## config.mk

```make
export PLATFORM = sky130hd
export DESIGN_NAME = pc_unit
export DESIGN_NICKNAME = d
export VERILOG_FILES = /design/src/rtl/mips_pc_pkg.sv /design/src/rtl/pc_next_sel.sv /design/src/rtl/pc_unit.sv
export SDC_FILE = /design/constraint.sdc
export NUM_CORES = 1
export LEC_CHECK = 0
export BUFFER_PORTS_ARGS = -buffer_cell sky130_fd_sc_hd__buf_2
export CORE_MARGIN = 2
export CORE_UTILIZATION = 40
export CTS_CLUSTER_SIZE = 8
export DETAILED_ROUTE_END_ITERATION = 10
export GPL_TIMING_DRIVEN = 0
export SETUP_SLACK_MARGIN = 0.2
export SYNTH_ARGS = -nofsm -noshare
export SYNTH_HDL_FRONTEND = slang
export SYNTH_HIERARCHICAL = 1
export SYNTH_SLANG_ARGS = --single-unit
```

## constraint.sdc

```tcl
create_clock -name clk -period 10 [get_ports clk]
set_clock_uncertainty 0.05 [all_clocks]
set_input_delay 2 -clock clk [delete_from_list [all_inputs] [get_ports clk]]
set_output_delay 2 -clock clk [all_outputs]
set_load 0.05 [all_outputs]
```

## src/rtl/mips_pc_pkg.sv

```systemverilog
// Shared types and constants for the MIPS program-counter block.
package mips_pc_pkg;

  typedef enum logic [1:0] {
    BOOT   = 2'd0,
    RUN    = 2'd1,
    HALTED = 2'd2
  } pc_state_t;

  // Legacy-compatible encodings used by the registered FSM
  localparam logic [1:0] ST_BOOT   = 2'd0;
  localparam logic [1:0] ST_RUN    = 2'd1;
  localparam logic [1:0] ST_HALTED = 2'd2;

  localparam logic [31:0] DEF_RESET_VECTOR = 32'h0000_0000;
  localparam logic [31:0] DEF_EXC_VECTOR   = 32'h8000_0180;
  localparam int unsigned PC_INC           = 4;

  function automatic logic f_misaligned(input logic [1:0] lo);
    return lo != 2'b00;
  endfunction

endpackage

```

## src/rtl/pc_next_sel.sv

```systemverilog
// Next-PC calculation for the RUN state: redirect targets, strict priority
// select and misaligned-target trap detection.
module pc_next_sel
  import mips_pc_pkg::*;
#(
  parameter int          WIDTH      = 32,
  parameter logic [31:0] EXC_VECTOR = DEF_EXC_VECTOR
) (
  input  logic [WIDTH-1:0] i_pc,
  input  logic [WIDTH-1:0] i_pc_plus4,
  input  logic [WIDTH-1:0] i_epc,
  input  logic             i_stall,
  input  logic             i_branch_taken,
  input  logic [15:0]      i_branch_imm,
  input  logic             i_jump,
  input  logic [25:0]      i_jump_index,
  input  logic             i_jump_reg,
  input  logic [WIDTH-1:0] i_jr_target,
  input  logic             i_exception,
  input  logic             i_eret,
  input  logic             i_halt,
  output logic [WIDTH-1:0] o_next_pc,
  output logic             o_take_trap,
  output logic             o_misaligned,
  output logic             o_halt_req,
  output logic [WIDTH-1:0] o_bad_target
);

  localparam logic [WIDTH-1:0] EXC_W = WIDTH'(EXC_VECTOR);

  logic [WIDTH-1:0] w_br_off;
  logic [WIDTH-1:0] w_br_target;
  logic [WIDTH-1:0] w_j_target;
  logic [WIDTH-1:0] w_target;
  logic             w_redir;
  logic             w_bad;

  assign w_br_off    = {{(WIDTH-18){i_branch_imm[15]}}, i_branch_imm, 2'b00};
  assign w_br_target = i_pc_plus4 + w_br_off;
  assign w_j_target  = {i_pc_plus4[WIDTH-1:28], i_jump_index, 2'b00};

  always_comb begin
    w_redir  = 1'b0;
    w_target = i_pc_plus4;
    if (i_jump_reg) begin
      w_redir  = 1'b1;
      w_target = i_jr_target;
    end else if (i_jump) begin
      w_redir  = 1'b1;
      w_target = w_j_target;
    end else if (i_branch_taken) begin
      w_redir  = 1'b1;
      w_target = w_br_target;
    end else begin
      w_redir  = 1'b0;
      w_target = i_pc_plus4;
    end
  end

  assign w_bad        = w_redir && f_misaligned(w_target[1:0]);
  assign o_bad_target = w_target;

  // Stall drops redirects outright, so a bad target under stall never traps
  always_comb begin
    o_next_pc    = i_pc_plus4;
    o_take_trap  = 1'b0;
    o_misaligned = 1'b0;
    o_halt_req   = 1'b0;
    if (i_exception) begin
      o_next_pc   = EXC_W;
      o_take_trap = 1'b1;
    end else if (i_eret) begin
      o_next_pc = i_epc;
    end else if (i_halt) begin
      o_next_pc  = i_pc;
      o_halt_req = 1'b1;
    end else if (i_stall) begin
      o_next_pc = i_pc;
    end else if (w_bad) begin
      o_next_pc    = EXC_W;
      o_take_trap  = 1'b1;
      o_misaligned = 1'b1;
    end else begin
      o_next_pc = w_target;
    end
  end

endmodule

```

## src/rtl/pc_unit.sv

```systemverilog
// Program-counter block: PC/EPC/BadVAddr registers and the BOOT/RUN/HALTED FSM.
module pc_unit
  import mips_pc_pkg::*;
#(
  parameter int          WIDTH        = 32,
  parameter logic [31:0] RESET_VECTOR = DEF_RESET_VECTOR,
  parameter logic [31:0] EXC_VECTOR   = DEF_EXC_VECTOR
) (
  input  logic             clk,
  input  logic             reset,
  input  logic             stall,
  input  logic             branch_taken,
  input  logic [15:0]      branch_imm,
  input  logic             jump,
  input  logic [25:0]      jump_index,
  input  logic             jump_reg,
  input  logic [WIDTH-1:0] jr_target,
  input  logic             exception,
  input  logic             eret,
  input  logic             halt,
  input  logic             resume,
  output logic [WIDTH-1:0] pc,
  output logic [WIDTH-1:0] pc_plus4,
  output logic             fetch_valid,
  output logic [WIDTH-1:0] epc,
  output logic [WIDTH-1:0] badvaddr,
  output logic             misaligned,
  output logic [1:0]       state
);

  localparam logic [WIDTH-1:0] RST_W = WIDTH'(RESET_VECTOR);
  localparam logic [WIDTH-1:0] EXC_W = WIDTH'(EXC_VECTOR);

  logic [WIDTH-1:0] r_pc;
  logic [WIDTH-1:0] r_epc;
  logic [WIDTH-1:0] r_badvaddr;
  logic             r_misaligned;
  logic [1:0]       r_state;

  logic [WIDTH-1:0] w_pc_plus4;
  logic [WIDTH-1:0] w_next_pc;
  logic [WIDTH-1:0] w_bad_target;
  logic             w_take_trap;
  logic             w_misaligned;
  logic             w_halt_req;

  assign w_pc_plus4 = r_pc + WIDTH'(PC_INC);

  pc_next_sel #(
    .WIDTH      (WIDTH),
    .EXC_VECTOR (EXC_VECTOR)
  ) u_next_sel (
    .i_pc           (r_pc),
    .i_pc_plus4     (w_pc_plus4),
    .i_epc          (r_epc),
    .i_stall        (stall),
    .i_branch_taken (branch_taken),
    .i_branch_imm   (branch_imm),
    .i_jump         (jump),
    .i_jump_index   (jump_index),
    .i_jump_reg     (jump_reg),
    .i_jr_target    (jr_target),
    .i_exception    (exception),
    .i_eret         (eret),
    .i_halt         (halt),
    .o_next_pc      (w_next_pc),
    .o_take_trap    (w_take_trap),
    .o_misaligned   (w_misaligned),
    .o_halt_req     (w_halt_req),
    .o_bad_target   (w_bad_target)
  );

  // Misaligned is a pulse: cleared every cycle unless a trap sets it again
  always_ff @(posedge clk) begin
    if (reset) begin
      r_pc         <= RST_W;
      r_epc        <= '0;
      r_badvaddr   <= '0;
      r_misaligned <= 1'b0;
      r_state      <= ST_BOOT;
    end else begin
      r_misaligned <= 1'b0;
      case (r_state)
        ST_BOOT: begin
          r_state <= ST_RUN;
        end
        ST_RUN: begin
          r_pc <= w_next_pc;
          if (w_take_trap) r_epc <= r_pc;
          if (w_misaligned) begin
            r_badvaddr   <= w_bad_target;
            r_misaligned <= 1'b1;
          end
          if (w_halt_req) r_state <= ST_HALTED;
        end
        ST_HALTED: begin
          if (exception) begin
            r_epc   <= r_pc;
            r_pc    <= EXC_W;
            r_state <= ST_RUN;
          end else if (resume) begin
            r_state <= ST_RUN;
          end
        end
        default: begin
          r_state <= ST_BOOT;
        end
      endcase
    end
  end

  assign pc          = r_pc;
  assign pc_plus4    = w_pc_plus4;
  assign fetch_valid = (r_state == ST_RUN) && !stall;
  assign epc         = r_epc;
  assign badvaddr    = r_badvaddr;
  assign misaligned  = r_misaligned;
  assign state       = r_state;

endmodule

```

==> results.json, run 1 <==
{
  "areaGrowthSynthToFinish_pct": 22.49,
  "cp.required_ns": 10.16,
  "drt-initial-drc-count": 628,
  "io_buffers": 212,
  "tns_ns": 0,
  "synth_top_area_cell": "dfxtp_1",
  "synth_area_mm2": 0.007239,
  "cts_setup_buffers": 0,
  "clkSinkCount": 99,
  "synth_cell_type_count": 75,
  "drive_gt1_share_pct": 21.94,
  "num_vias": 8396,
  "synth.most_common_cell": "nand2_1",
  "ys_seq_area_share_pct": 27.38,
  "utilization_pct": 49.70,
  "fmax_ghz": 0.1780,
  "status": "complete, no violations",
  "grt-busiest-layer": "met2",
  "path_clk_slew_ns": 0.07,
  "hold_violations": 0,
  "crit_path_max_fanout": 9,
  "cts_tree": "built",
  "core_area_mm2": 0.01784,
  "synthTopCellsByCount": "189 x nand2_1, 122 x a21oi_1, 99 x dfxtp_1",
  "cap_viol_max_count": 0,
  "timing.final.crit_period_ns": 5.619,
  "num_rows": 49,
  "drc": 0,
  "grt_first_pass_wirelength_um": 44510,
  "diodes": 0,
  "drt-pass1-iter-count": 5,
  "tightest_slew_ns": 0.9907,
  "ctsResizeCount": 0,
  "track_usage_pct": 29.85,
  "wl_per_cell_um": 20.55,
  "synthFlopType": "dfxtp_1",
  "gp_congestion": 0.9254,
  "postRouteAntennaNets": 0,
  "synth-async-reset-ratio_pct": 0,
  "crit_type": "register to register",
  "syn-num-nets": 1113,
  "post-route-period-util_pct": 56.19,
  "multi_input_area_mm2": 0.004886,
  "dpl.hpwl_um": 23770,
  "critPathArrivalTime_ns": 5.78,
  "h-tree-depth": 3,
  "power.leakage_nw": 4.005,
  "vdd_drop_max_uv": 81.27,
  "die_area_mm2": 0.01919,
  "ctsHoldBuffers": 0,
  "min_path_type": "register to register",
  "syn_avg_cell_area_um2": 7.254,
  "fillCellCount": 1865,
  "cp-start-kind": "register",
  "grtUsageMet2_pct": 46.48,
  "start_util_pct": 40.58,
  "synth_top_area_share_pct": 27.38,
  "whs_ns": 0.4032,
  "die_y_um": 138.5,
  "root_buffer": "clkbuf_16",
  "die_w_um": 138.5,
  "grt-ovfl-total": 0,
  "synth_edf_count": 0,
  "ys_warn_count": 6,
  "via_per_inst": 5.770,
  "antenna_found_initial": 0,
  "end_kind": "register",
  "synth_cells": 998,
  "grtUsageMet1_pct": 41.53,
  "rsz0062_at_grt": "no",
  "synth.area.top_cells": "dfxtp_1 27%, nand2_1 9.8%, a21oi_1 8.4%, ha_1 5.2%, nor2_1 4.7%",
  "nNetsFinal": 1336,
  "ys_ff_latch": 99,
  "seqCellArea_mm2": 0.001982,
  "grtUsageMet3_pct": 6.664,
  "numCtsBuffers": 9,
  "setup_viol": 0,
  "clk_latency_ns": 0.35,
  "slew_headroom_pct": 33.71,
  "pin_count": 216,
  "grt_pass1_vias": 7635,
  "cts_buffer_depth": 2,
  "p_per_area_mw_per_mm2": 108.4,
  "grt_max_degree": 17,
  "drt-total-wl_um": 29900,
  "drv_slew": 0
}
-- cell usage in the layout (no fill, tap or decap), types with 8 or more instances in the layout --
cell type  instances
a21o_1            18
a21oi_1          122
a22o_1            15
a22oi_1           39
and3_1            10
buf_2            224
clkbuf_1          45
clkbuf_16          9
dfxtp_1           99
ha_1              30
inv_1             24
mux2i_1           13
nand2_1          189
nand3_1           21
nor2_1            90
nor2b_1           18
nor3_1            27
o21a_1            11
o21ai_0           30
o31ai_1            8
xnor2_1           29
xor2_1            18
-- registers in the layout (all words and copies together), names as in the netlist --
signal and count:
state 2, epc 32, misaligned 1, pc 32
badvaddr 32
-- metal layers --
layer | share of wire, % | vias to the layer above | wire (µm)
met3 | 10 | 45 | 3095
met5 | 0 | - | 0
met4 | 2.5 | 0 | 761
li1 | - | 4015 | -
met2 | 44 | 470 | 13120
met1 | 43 | 3866 | 12920
-- layout make-up --
class                   count  share of cell area (%)
repair buffers            212                   11.97
plain buffers              65                   3.090
clock buffers              10                   2.695
inverters                  26                   1.101
flip-flops and latches     99                   22.35
well taps                 229                   3.231
clock inverters             6                  0.4656
multi-input cells         808                   55.10
-- report_power, final --
group          leakage, nW  internal (W)  switching [W]
Clock                0.130      0.000175       0.000156
Combinational         3.08     0.0000680       0.000155
Sequential           0.799      0.000399     0.00000873
-- critical path, cell delays in order (launching register included) --
cell and delay, ns:
dfxtp_1 0.53, ha_1 0.25, nand3_1 0.20, nor3_1 0.62
and3_1 0.26, xor2_1 0.33, ha_1 0.29, clkbuf_1 0.19
a21o_1 0.24, a2111oi_0 0.49, o211ai_1 0.26, nor4_2 0.49
o31ai_1 0.14, xnor2_1 0.16, mux2i_1 0.18, o21ai_2 0.12
a221oi_1 0.34, nor3_1 0.09, a22oi_1 0.19, nor2_1 0.05
-- cell families after synthesis --
| logic type | after synthesis | synth area share [%] |
|---|---|---|
| buffers and inverters | 91 | 5.133 |
| adder cells (fa/ha/maj) | 31 | 5.461 |
| AND/OR/NAND/NOR | 399 | 24.85 |
| multiplexers | 14 | 1.953 |
| AO/OA/AOI/OAI | 317 | 29.54 |
| XOR/XNOR | 47 | 5.686 |
| flip-flops | 99 | 27.38 |
-- metrics by stage --
stage                     area [µm²]  setup WS [ns]  cells   power, W
after floorplan                 7239          4.661    998  0.0005540
after detailed placement        8587          4.453   1439  0.0006340
final                           8867          4.381   1455  0.0009611
after CTS                       8867          4.550   1455  0.0009610
after global placement          8587          4.359   1439  0.0006340
after global routing            8867          4.134   1455  0.0009968
-- final timing paths --
check | start | end | slack (ns) | cells after the start
setup reg to reg | pc[2] | pc[29] | 4.38 | 19
hold / removal | badvaddr[16] | badvaddr[16] | 0.40 | 2
setup / recovery | pc[2] | pc[29] | 4.38 | 19
hold reg to reg | badvaddr[16] | badvaddr[16] | 0.40 | 2
No activity file was read; power rests on OpenSTA's default activity.
==> run 2, diff against run 1 <==
--- a/config.mk
+++ b/config.mk
@@ -11,6 +11,7 @@
 export CTS_CLUSTER_SIZE = 8
 export DETAILED_ROUTE_END_ITERATION = 10
 export GPL_TIMING_DRIVEN = 0
+export PLACE_DENSITY = 0.67
 export SETUP_SLACK_MARGIN = 0.2
 export SYNTH_ARGS = -nofsm -noshare
 export SYNTH_HDL_FRONTEND = slang
==> constraint.sdc (replaced) <==
create_clock -name clk -period 4.8 [get_ports clk]
set_clock_uncertainty 0.05 [all_clocks]
set_input_delay 0.96 -clock clk [delete_from_list [all_inputs] [get_ports clk]]
set_output_delay 0.96 -clock clk [all_outputs]
set_load 0.05 [all_outputs]
==> results.json, run 2 (synthesis gave the netlist of run 1 again) <==
{
  "areaGrowthSynthToFinish_pct": 27.07,
  "place_area_mm2": 0.008753,
  "grt-ovfl-total": 0,
  "postRouteAntennaNets": 0,
  "final_cell_mix": "224 x buf_2, 189 x nand2_1, 122 x a21oi_1",
  "tightest_slew_ns": 0.8922,
  "clkSinkCount": 99,
  "dpl.hpwl_um": 23310,
  "grt_first_pass_wirelength_um": 44170,
  "min_path_type": "register to register",
  "crit_type": "register to register",
  "track_usage_pct": 29.47,
  "drive_gt1_share_pct": 26.08,
  "hold_violations": 0,
  "die_w_um": 138.5,
  "h-tree-depth": 3,
  "grt_max_degree": 19,
  "num_vias": 8598,
  "setup_viol": 0,
  "via_per_inst": 5.885,
  "rsz0062_at_grt": "yes",
  "power.leakage_nw": 4.182,
  "ctsHoldBuffers": 0,
  "drc": 0,
  "p_per_area_mw_per_mm2": 220.4,
  "pin_count": 216,
  "die_y_um": 138.5,
  "pwr-share-clk_pct": 35.0,
  "die_area_mm2": 0.01919,
  "grt_pass1_vias": 7591,
  "critPathArrivalTime_ns": 4.61,
  "final_common_cell": "buf_2",
  "post-route-period-util_pct": 92.34,
  "finalWorstSetupSlack_ns": 0.3675,
  "dp.cells": 1439,
  "drv_slew": 0,
  "cts_tree": "built",
  "instances_no_fill": 1461,
  "wl_per_cell_um": 20.36,
  "gp_congestion": 0.9279,
  "finish.instance_area_mm2": 0.009199,
  "timing.final.crit_period_ns": 4.432,
  "status": "complete, no violations",
  "share_seq_of_total_power_pct": 41.9,
  "clk_latency_ns": 0.36,
  "p_switching_w": 0.0006925,
  "numCtsBuffers": 9,
  "whs_ns": 0.4035,
  "start_util_pct": 40.58,
  "cap_viol_max_count": 0,
  "crit_path_max_fanout": 7,
  "drt-total-wl_um": 29740,
  "fillCellCount": 1831,
  "path_clk_slew_ns": 0.08,
  "cts_buffer_depth": 2,
  "drt-pass1-iter-count": 6,
  "num_rows": 49,
  "place_ws_ns": -0.3909,
  "end_kind": "register",
  "fmax_ghz": 0.2256,
  "combPwrFrac_pct": 23.1,
  "total_power_w": 0.002028,
  "io_buffers": 212,
  "slew_headroom_pct": 40.06,
  "core_area_mm2": 0.01784,
  "swShare_pct": 34.15,
  "cp-start-kind": "register",
  "drt-initial-drc-count": 1036,
  "nNetsFinal": 1341,
  "antenna_found_initial": 0,
  "cp.required_ns": 4.98,
  "p_int_w": 0.001335,
  "vdd_drop_max_uv": 165.3,
  "root_buffer": "clkbuf_16"
}
## run 2: cell types whose count changed in the layout (fill, tap and decap cells not counted), moves of 3 or more
cell	change
nor3_1	-3
dfxtp_2	+13
xor2_1	-4
dfxtp_4	+3
nand3_1	-4
buf_4	+5
xor2_2	+3
dfxtp_1	-16
xnor2_1	-11
nand3_2	+3
xnor2_2	+9
## run 2: layout make-up
type	instances	area (µm²)	share of cell area, %
timing repair buffer	217	1099	11.94
inverter	26	97.59	1.061
buffer	65	275.3	2.992
sequential	99	2009	21.84
tap	229	286.5	3.115
clock buffer	9	225.2	2.448
antenna	1	2.502	0.02720
clock inverter	7	60.06	0.6529
multi-input combinational	808	5144	55.92
## run 2: power groups by stage
stage | Clock (W) | Sequential, W | Combinational [W]
5_1_grt | 0.000746 | 0.000850 | 0.000499
2_1_floorplan | 0 | 0.000895 | 0.000262
3_3_place_gp | 0 | 0.000869 | 0.000449
4_1_cts | 0.000712 | 0.000849 | 0.000456
3_5_place_dp | 0 | 0.000869 | 0.000451
6_report | 0.000710 | 0.000849 | 0.000469
## run 2: timing repair
action,CTS,global route
endpoints found under the setup margin,15,15
setup buffers,3,2
pin swaps,3,8
gates resized for setup,9,17
## run 2: path summary, 6_finish.rpt
kind	slack (ns)	start	depth (start not counted)	end
worst min-delay path	0.40	badvaddr[30]	2	badvaddr[30]
worst max register to register	0.37	pc[5]	19	pc[31]
worst max-delay path	0.37	pc[5]	19	pc[31]
worst min register to register	0.40	badvaddr[30]	2	badvaddr[30]
## run 2: per-layer routing
metal / part of all wire [%] / track usage [%]
met5: 0 / 0
met4: 3.5 / 10.20
met3: 10 / 6.906
met2: 43 / 43.62
met1: 44 / 42.07
## run 2: critical path, stage by stage (launching register included)
cell and delay (ns):
dfxtp_2 0.44, nand4_2 0.21, or3_1 0.41, buf_6 0.16
nor3_1 0.29, xor2_2 0.27, ha_1 0.36, and3_1 0.20
a21oi_1 0.17, o211ai_1 0.19, nor4_4 0.27, buf_4 0.18
o41ai_2 0.07, xnor2_1 0.15, nor2_1 0.18, xnor2_1 0.17
o21ai_2 0.12, o21a_1 0.21, a21oi_1 0.13, a21oi_1 0.08
## run 2: metrics by stage
step,util (%),TNS (ns)
after global routing,51.55,0
after global placement,49.06,-0.5250
after floorplan,-,0
after CTS,51.08,0
final,51.56,0
after detailed placement,49.06,-0.9035
